## src/rtl/ysyx_bus_rr_arbiter.sv

```systemverilog
// rtl/ysyx_bus_rr_arbiter.sv - round-robin arbiter from NUM_M simple masters onto one AXI4 port
//
// Purpose: grants one simple load/store master at a time and runs a
// single-beat AXI4 read or write on its behalf. At most one transaction is
// outstanding. Completion is reported with a one-cycle m_rvalid pulse to the
// owning master.
//
// Ports:
//   clk, rst                  clock, asynchronous active-high reset
//   m_valid/m_write           per-master request and direction (1 = store)
//   m_addr/m_wdata/m_wstrb    packed per-master address, store data, byte strobes
//   m_size                    packed per-master AXI size codes
//   m_ready                   one-cycle accept pulse to the granted master
//   m_rvalid/m_rdata/m_err    completion pulse, load data, error flag
//   io_master_ar*/r*          AXI4 read address / read data channels
//   io_master_aw*/w*/b*       AXI4 write address / write data / write response
//
// Optional feature: define YSYX_BUS_TIMEOUT_EN to abort a transaction that
// has spent TIMEOUT cycles outside IDLE, completing it with m_err = 1.

module ysyx_bus_rr_arbiter #(
  parameter int NUM_M   = 3,
  parameter int ADDR_W  = 32,
  parameter int DATA_W  = 32,
  parameter int TIMEOUT = 1023
) (
  input  logic                     clk,
  input  logic                     rst,
  input  logic [NUM_M-1:0]         m_valid,
  input  logic [NUM_M-1:0]         m_write,
  input  logic [NUM_M*ADDR_W-1:0]  m_addr,
  input  logic [NUM_M*DATA_W-1:0]  m_wdata,
  input  logic [NUM_M*4-1:0]       m_wstrb,
  input  logic [NUM_M*3-1:0]       m_size,
  output logic [NUM_M-1:0]         m_ready,
  output logic [NUM_M-1:0]         m_rvalid,
  output logic [DATA_W-1:0]        m_rdata,
  output logic                     m_err,
  output logic [ADDR_W-1:0]        io_master_araddr,
  output logic [2:0]               io_master_arsize,
  output logic [7:0]               io_master_arlen,
  output logic [1:0]               io_master_arburst,
  output logic [3:0]               io_master_arid,
  output logic                     io_master_arvalid,
  input  logic                     io_master_arready,
  input  logic [63:0]              io_master_rdata,
  input  logic [1:0]               io_master_rresp,
  input  logic                     io_master_rlast,
  input  logic [3:0]               io_master_rid,
  input  logic                     io_master_rvalid,
  output logic                     io_master_rready,
  output logic [ADDR_W-1:0]        io_master_awaddr,
  output logic [2:0]               io_master_awsize,
  output logic [7:0]               io_master_awlen,
  output logic [1:0]               io_master_awburst,
  output logic [3:0]               io_master_awid,
  output logic                     io_master_awvalid,
  input  logic                     io_master_awready,
  output logic [63:0]              io_master_wdata,
  output logic [7:0]               io_master_wstrb,
  output logic                     io_master_wlast,
  output logic                     io_master_wvalid,
  input  logic                     io_master_wready,
  input  logic [1:0]               io_master_bresp,
  input  logic [3:0]               io_master_bid,
  input  logic                     io_master_bvalid,
  output logic                     io_master_bready
);

  localparam int IW = (NUM_M > 1) ? $clog2(NUM_M) : 1;

  typedef enum logic [2:0] {IDLE, RADDR, RDATA, WADDR, WRESP} state_t;

  state_t            state, state_nx;
  logic [IW-1:0]     rr_ptr, g_q, gnt_idx;
  logic [IW:0]       arb_sum;
  logic              gnt_found, grant;
  logic [ADDR_W-1:0] addr_q;
  logic [DATA_W-1:0] wdata_q;
  logic [3:0]        strb_q;
  logic [2:0]        size_q;
  logic              aw_done, w_done, aw_done_nx, w_done_nx;
  logic              cpl, cpl_err;
  logic [31:0]       cpl_data;
  logic              tmo_hit;
  logic [31:0]       wdata32;
  logic [3:0]        strb4;
  logic              unused_ok;

  // rid/bid/rlast carry nothing we act on: one transaction is outstanding.
  assign unused_ok = ^{io_master_rlast, io_master_rid, io_master_bid};

  // First requester at or after rr_ptr, wrapping NUM_M-1 -> 0.
  always_comb begin
    gnt_found = 1'b0;
    gnt_idx   = '0;
    arb_sum   = '0;
    for (int i = 0; i < NUM_M; i++) begin
      arb_sum = {1'b0, rr_ptr} + (IW+1)'(i);
      if (arb_sum >= (IW+1)'(NUM_M)) arb_sum = arb_sum - (IW+1)'(NUM_M);
      if (!gnt_found && m_valid[arb_sum[IW-1:0]]) begin
        gnt_found = 1'b1;
        gnt_idx   = arb_sum[IW-1:0];
      end
    end
  end

  // No grant in the IDLE cycle that publishes a completion, so a zero-wait
  // load spans IDLE, RADDR, RDATA, IDLE before the next grant.
  assign grant = (state == IDLE) && gnt_found && !(|m_rvalid);

  always_comb begin
    m_ready = '0;
    if (grant) m_ready[gnt_idx] = 1'b1;
  end

`ifdef YSYX_BUS_TIMEOUT_EN
  localparam int CW = $clog2(TIMEOUT + 1);
  logic [CW-1:0] tmo_cnt;

  // Counts cycles since the grant; the abort fires in the TIMEOUT-th cycle
  // after entering RADDR/WADDR.
  always_ff @(posedge clk or posedge rst) begin
    if (rst)                 tmo_cnt <= '0;
    else if (grant)          tmo_cnt <= '0;
    else if (state != IDLE)  tmo_cnt <= tmo_cnt + 1'b1;
  end

  assign tmo_hit = (state != IDLE) && (tmo_cnt == CW'(TIMEOUT - 1));
`else
  assign tmo_hit = 1'b0;
`endif

  always_comb begin
    state_nx   = state;
    aw_done_nx = aw_done;
    w_done_nx  = w_done;
    cpl        = 1'b0;
    cpl_err    = 1'b0;
    cpl_data   = '0;
    case (state)
      IDLE: begin
        if (grant) begin
          state_nx   = m_write[gnt_idx] ? WADDR : RADDR;
          aw_done_nx = 1'b0;
          w_done_nx  = 1'b0;
        end
      end
      RADDR: if (io_master_arready) state_nx = RDATA;
      RDATA: begin
        if (io_master_rvalid) begin
          cpl      = 1'b1;
          cpl_err  = |io_master_rresp;
          cpl_data = addr_q[2] ? io_master_rdata[63:32] : io_master_rdata[31:0];
          state_nx = IDLE;
        end
      end
      WADDR: begin
        // AW and W complete independently; move on once both have.
        aw_done_nx = aw_done | io_master_awready;
        w_done_nx  = w_done | io_master_wready;
        if (aw_done_nx && w_done_nx) state_nx = WRESP;
      end
      WRESP: begin
        if (io_master_bvalid) begin
          cpl      = 1'b1;
          cpl_err  = |io_master_bresp;
          state_nx = IDLE;
        end
      end
      default: state_nx = IDLE;
    endcase
    if (tmo_hit) begin
      state_nx = IDLE;
      cpl      = 1'b1;
      cpl_err  = 1'b1;
      cpl_data = '0;
    end
  end

  always_ff @(posedge clk or posedge rst) begin
    if (rst) begin
      state    <= IDLE;
      rr_ptr   <= '0;
      g_q      <= '0;
      addr_q   <= '0;
      wdata_q  <= '0;
      strb_q   <= '0;
      size_q   <= '0;
      aw_done  <= 1'b0;
      w_done   <= 1'b0;
      m_rvalid <= '0;
      m_err    <= 1'b0;
      m_rdata  <= '0;
    end else begin
      state    <= state_nx;
      aw_done  <= aw_done_nx;
      w_done   <= w_done_nx;
      m_rvalid <= '0;
      m_err    <= 1'b0;
      if (grant) begin
        g_q     <= gnt_idx;
        addr_q  <= m_addr[gnt_idx*ADDR_W +: ADDR_W];
        wdata_q <= m_wdata[gnt_idx*DATA_W +: DATA_W];
        strb_q  <= m_wstrb[gnt_idx*4 +: 4];
        size_q  <= m_size[gnt_idx*3 +: 3];
      end
      if (cpl) begin
        m_rvalid[g_q] <= 1'b1;
        m_err         <= cpl_err;
        m_rdata       <= DATA_W'(cpl_data);
        rr_ptr        <= (g_q == IW'(NUM_M - 1)) ? '0 : g_q + 1'b1;
      end
    end
  end

  // Store data sits at its byte offset and is mirrored on both halves so
  // the slave picks the correct half through the strobes.
  assign wdata32 = 32'(wdata_q) << {addr_q[1:0], 3'b000};
  assign strb4   = strb_q << addr_q[1:0];

  assign io_master_araddr  = addr_q;
  assign io_master_arsize  = size_q;
  assign io_master_arlen   = 8'd0;
  assign io_master_arburst = 2'b01;
  assign io_master_arid    = 4'(g_q);
  assign io_master_arvalid = (state == RADDR);
  assign io_master_rready  = (state == RDATA);

  assign io_master_awaddr  = addr_q;
  assign io_master_awsize  = size_q;
  assign io_master_awlen   = 8'd0;
  assign io_master_awburst = 2'b01;
  assign io_master_awid    = 4'(g_q);
  assign io_master_awvalid = (state == WADDR) && !aw_done;
  assign io_master_wvalid  = (state == WADDR) && !w_done;
  assign io_master_wlast   = io_master_wvalid;
  assign io_master_wdata   = {wdata32, wdata32};
  assign io_master_wstrb   = addr_q[2] ? {strb4, 4'h0} : {4'h0, strb4};
  assign io_master_bready  = (state == WRESP);

endmodule

```

## config.mk

```make
export PLATFORM = sky130hd
export DESIGN_NAME = ysyx_bus_rr_arbiter
export DESIGN_NICKNAME = d
export VERILOG_FILES = /design/src/rtl/ysyx_bus_rr_arbiter.sv
export SDC_FILE = /design/constraint.sdc
export NUM_CORES = 1
export LEC_CHECK = 0
export BUFFER_PORTS_ARGS = -buffer_cell sky130_fd_sc_hd__clkbuf_2
export CORE_AREA = 4 4 199 201
export DETAILED_ROUTE_END_ITERATION = 16
export DIE_AREA = 0 0 203 205
export SETUP_SLACK_MARGIN = 0.2
export SLEW_MARGIN = 20
export SYNTH_ARGS = -nofsm -noshare
export SYNTH_HDL_FRONTEND = slang
export SYNTH_SLANG_ARGS = --single-unit
```

## constraint.sdc

```tcl
create_clock -name clk -period 3.7 [get_ports clk]
set_input_delay 0.37 -clock clk [delete_from_list [all_inputs] [get_ports clk]]
set_output_delay 0.37 -clock clk [all_outputs]
set_load 0.005 [all_outputs]
```

# ---- Word-level counts from Yosys, hierarchy flattened
# Index checks and enable logic that the tools add are counted.
# Widths: inputs -> output; s select.
dict set report classes {
  n_eq_ne 10
  muxes 45
  magnitude_cmp 10
  n_bitwise 2
  n_shift 6
  n_reduce_logical 21
  multipliers 1
  n_addsub 6
}
# operator n
set ops {}
lappend ops {{$shiftx 96x8->32} 2}
lappend ops {{$mux 32} 3}
lappend ops {{$shl 32x5->32} 1}
lappend ops {{$mux 3} 7}
lappend ops {{$mux 2} 8}
lappend ops {{$lt 2x3->1 const B} 5}
lappend ops {{$mux 1} 15}
lappend ops {{$pmux 3 s5} 1}
lappend ops {{$shiftx 12x5->4} 1}
lappend ops {{$logic_and 1x1->1} 9}
lappend ops {{$shiftx 9x5->3} 1}
lappend ops {{$bmux 1 s2} 4}
lappend ops {{$mux 8} 1}
lappend ops {{$ne 2x2->1 const B} 4}
lappend ops {{$pmux 1 s2} 4}
lappend ops {{$eq 3x2->1 const B} 2}
lappend ops {{$ge 3x2->1 const B} 2}
lappend ops {{$sub 2x2->2 const B} 3}
lappend ops {{$logic_not 1->1} 5}
lappend ops {{$reduce_and 5->1} 1}
lappend ops {{$demux 1 s2} 2}
lappend ops {{$ge 2x1->1 const B} 2}
lappend ops {{$mul 2x2->4 const B} 1}
lappend ops {{$reduce_or 2->1} 2}
lappend ops {{14 further kinds} 15}
dict set report word_totals {
  output_inout_bits 215
  regBits 116
  in_bits 303
}

# ---- Logic depth before layout (Yosys ltp)
dict set report logic_depth {
  word_depth 16
  ltp_mapped 11
  mapped_depth_nobuf 8
}

# ---- Least setup slack after synthesis
# OpenSTA, ideal clock, no wires.
dict set report synth_path {
  path_type {reg2out}
  startpoint {register rr_ptr[1]}
  endpoint {output m_ready[0]}
  arrival_ps 2065
  n_path_buf 2
  stages_incl_launch_ff 10
  slack_ps 1265
  cell_sequence {dfrtp_1 > inv_1 > ha_1 > buf_6 > mux2_4 > mux2i_4 > a31oi_2 > nand2_1 > clkbuf_1 > nor2_1}
}
dict set report synth_via {
  elab_chain_cells 16
}
# item line_no
set synth_rtl {}
lappend synth_rtl {{start, declared} 75} ;# logic [IW-1:0] rr_ptr, g_q, gnt_idx;
lappend synth_rtl {{start signal, assigned} 212} ;# rr_ptr <= (g_q == IW'(NUM_M - 1)) ? '0 : g_q + 1'b1;
lappend synth_rtl {{parallel branches: the longest is 15 deep, another holds $add 2x1->3} --}
lappend synth_rtl {{$mux 3 (*)} 114} ;# if (grant) m_ready[gnt_idx] = 1'b1;
lappend synth_rtl {{end, declared} 35} ;# output logic [NUM_M-1:0] m_ready,
# Every way passes the cells marked *. The select of a mux whose other input is x is not followed.

# ---- Worst setup path after layout
dict set report layout_path {
  startpoint {register rr_ptr[0]}
  endpoint {output m_ready[1]}
}
# Same word-level chain as after synthesis.

==> impl_metrics.env <==
export IMPL_synth_xor_area_share_pct=0
export IMPL_synth_top_family_by_area="compound AO/OA/AOI/OAI gates"
export IMPL_place_hpwl_um=25700
export IMPL_leakage_uw=0.00535
export IMPL_final_common_cell="clkbuf_2"
export IMPL_yosysWarnings=0
export IMPL_die_area_um2=41600
export IMPL_ys_seq_elements=116
export IMPL_min_delay_path_class="input port to async pin"
export IMPL_top_level_ports=518
export IMPL_viasPerCell=4.31
export IMPL_ys_flop_type="dfrtp_1"
export IMPL_core_area_um2=37600
export IMPL_clock_fmax_mhz=307
export IMPL_htree_levels=4
export IMPL_drt_iter0_markers=284
export IMPL_n_antenna_cell=0
export IMPL_crit_type="flop to primary output"
export IMPL_root_buffer="clkbuf_16"
export IMPL_start_kind="flop"
export IMPL_start_util_pct=19.7
export IMPL_hold_violations=0
export IMPL_critPathCaptureType="primary output"
export IMPL_setup_tns_ns=0
export IMPL_grt_pass1_wl_um=44900
export IMPL_crit_start="rr_ptr[0]"
export IMPL_cts_sinks=116
export IMPL_slew_headroom_pct=42.3
export IMPL_power_uw=10300
export IMPL_fin_crit_sh_pct=88.0
export IMPL_clkLatencyLatePin_ns=0.42
export IMPL_dr_pass1_iters=5
export IMPL_final_antenna_net_count=0
export IMPL_ys_seq_area_share_pct=39.1
export IMPL_syn_area_per_cell_um2=9.62
export IMPL_route_detailed_drc=0
export IMPL_synth_compound_area_share_pct=18.3
export IMPL_fin_util_pct=27.5
export IMPL_drive_above_1_share_pct=46.7
export IMPL_clk_pin_slew_ns=0.06
export IMPL_synth_async_sr_flop_share_pct=100
export IMPL_worst_pin_slew_ns=0.866
export IMPL_worst_ep_required_time_ns=3.33
export IMPL_place_congestion=0.901
export IMPL_setup_viol=0
export IMPL_cp_arrival_ns=2.88
export IMPL_drv_cap=0
export IMPL_synthMuxAreaShare_pct=17.3
export IMPL_cts_buffers_inserted=17
export IMPL_postPlaceCellArea_um2=9720
export IMPL_fin_skew_ns=0.00837
export IMPL_cts_tree="done"
export IMPL_die_y_um=205
export IMPL_final_cell_mix="clkbuf_2 (484), mux2i_1 (123), dfrtp_1 (115)"
export IMPL_grt_pass1_vias=7653
export IMPL_drv_slew=0
export IMPL_synth_simple_area_share_pct=9.63
export IMPL_antenna_found_initial=1
export IMPL_cts_hold_buf=0
export IMPL_die_x_um=203
export IMPL_ir_drop_uv=372
export IMPL_rr_worst_depth=10
export IMPL_ys_types=50
export IMPL_post_drt_wl_per_cell_um=18.4
export IMPL_place_ws_ns=0.592
export IMPL_clockBufferDepth=2
export IMPL_p_per_area_nw_per_um2=999
export IMPL_grt_start_max_net_pins=66
export IMPL_synth_area_um2=7420
export IMPL_io_buffers=484
export IMPL_status="finished clean"
export IMPL_synth_edff_count=0
export IMPL_wirelength_um=31100
export IMPL_reg2reg_from="rr_ptr[1]"
export IMPL_fin_crit_ns=3.25
export IMPL_yosys_area_share_adder_pct=0.675
export IMPL_path_max_fanout=17
export IMPL_via_count=7273
export IMPL_syn2layout_area_growth_pct=39.4
export IMPL_regToRegSetupSlack_ns=0.81
export IMPL_std_cell_rows=71
export IMPL_track_usage_pct=14.3
export IMPL_syn_instance_count=771
export IMPL_worstSetupEndpoint="m_ready[1]"
export IMPL_final_nets=1471
export IMPL_stdcell_area_um2=10300
export IMPL_overflow=0
export IMPL_r2r_end="io_master_araddr[0]"
export IMPL_worst_slack_ns=0.445
export IMPL_rsz0062_at_grt="no"
[state kept, by name, indices dropped and copies added, names as in the netlist]
name,cells
m_rdata,32
state,3
m_err,1
rr_ptr,2
strb_q,4
wdata_q,32
g_q,2
aw_done,1
m_rvalid,3
io_master_arsize,3
io_master_araddr,32
w_done,1
[per-stage QoR]
step                      instances  hold WS, ns
after floorplan                 793        0.457
after global placement         1654        0.462
final                          1688       0.0889
after detailed placement       1654        0.470
after CTS                      1688        0.112
after global routing           1688        0.148
[cell families (layout without fill, tap and decap cells)]
| group | after synthesis | count (layout) |
|---|---|---|
| compound gates | 226 | 226 |
| mux | 126 | 126 |
| fa+ha+maj | 4 | 4 |
| simple gates | 139 | 139 |
| other cells | 2 | 24 |
| flops | 116 | 116 |
| buf+inv | 158 | 542 |
[worst max-delay path: stages (launching register included)]
cell and delay, ns:
dfrtp_1 0.40, inv_1 0.08, ha_1 0.43, nand3b_1 0.17, o21a_1 0.20, a31oi_4 0.46, nand2_4 0.24, nor3_1 0.32
clkbuf_2 0.17
[layout make-up]
class | instances | area [um2]
tap | 511 | 639
fill | 4063 | 27200
multi-input combinational | 519 | 3530
timing repair buffer | 504 | 2650
clock inverter | 9 | 101
sequential | 116 | 2900
clock buffer | 23 | 488
inverter | 6 | 25.0
[power breakdown]
part | internal [uW] | leakage, uW | switching [uW]
Combinational | 2680 | 0.00360 | 3430
Clock | 1060 | 0.000293 | 599
Sequential | 1900 | 0.00145 | 645
Total | 5640 | 0.00535 | 4680
[synthesized netlist by cell type (all sizes together), types with 2 or more instances]
cell type | number | area, um2
mux2i | 124 | 1250
buf | 118 | 952
dfrtp | 116 | 2900
o21ai | 115 | 576
a22oi | 58 | 440
nand2 | 51 | 191
clkbuf | 34 | 128
a21oi | 27 | 135
nor2 | 23 | 88.8
and3 | 15 | 93.8
nor2b | 13 | 81.3
and2 | 11 | 71.3
a211oi | 8 | 60.1
inv | 6 | 22.5
nand3b | 5 | 37.5
nor3 | 5 | 25.0
nor3b | 5 | 37.5
a21o | 4 | 30.0
ha | 4 | 50.1
nand3 | 4 | 20.0
a31oi | 2 | 18.8
conb | 2 | 7.51
mux2 | 2 | 26.3
nor4b | 2 | 17.5
o21a | 2 | 15.0
o22ai | 2 | 12.5
[metal layers]
layer | vias up | global-route usage [%] | part of all wire, % | routed length, um
li1 | 3433 | - | - | -
met1 | 3382 | 15.5 | 37 | 11400
met2 | 400 | 25.1 | 50 | 15500
met3 | 58 | 4.15 | 8.3 | 2580
met4 | 0 | 7.93 | 5.1 | 1590
met5 | - | 0 | 0 | 0
[worst min path at each step]
| stage | cells past startpoint | end |
|---|---|---|
| finish | 2 | io_master_araddr[20] |
| detailed placement | 2 | m_rdata[10] |
| global placement | 2 | m_rdata[1] |
| CTS | 2 | io_master_araddr[20] |
| floorplan | 2 | wdata_q[31] |
| global route | 2 | io_master_araddr[20] |
[what timing repair did]
| item | in CTS | in global routing |
|---|---|---|
| endpoints found under the hold margin | 0 | 0 |
| buffers inserted | 2 | 0 |
| setup endpoints to repair | 2 | 1 |
| gates resized for setup | 1 | 1 |
Power figures use the tool's default switching activity.
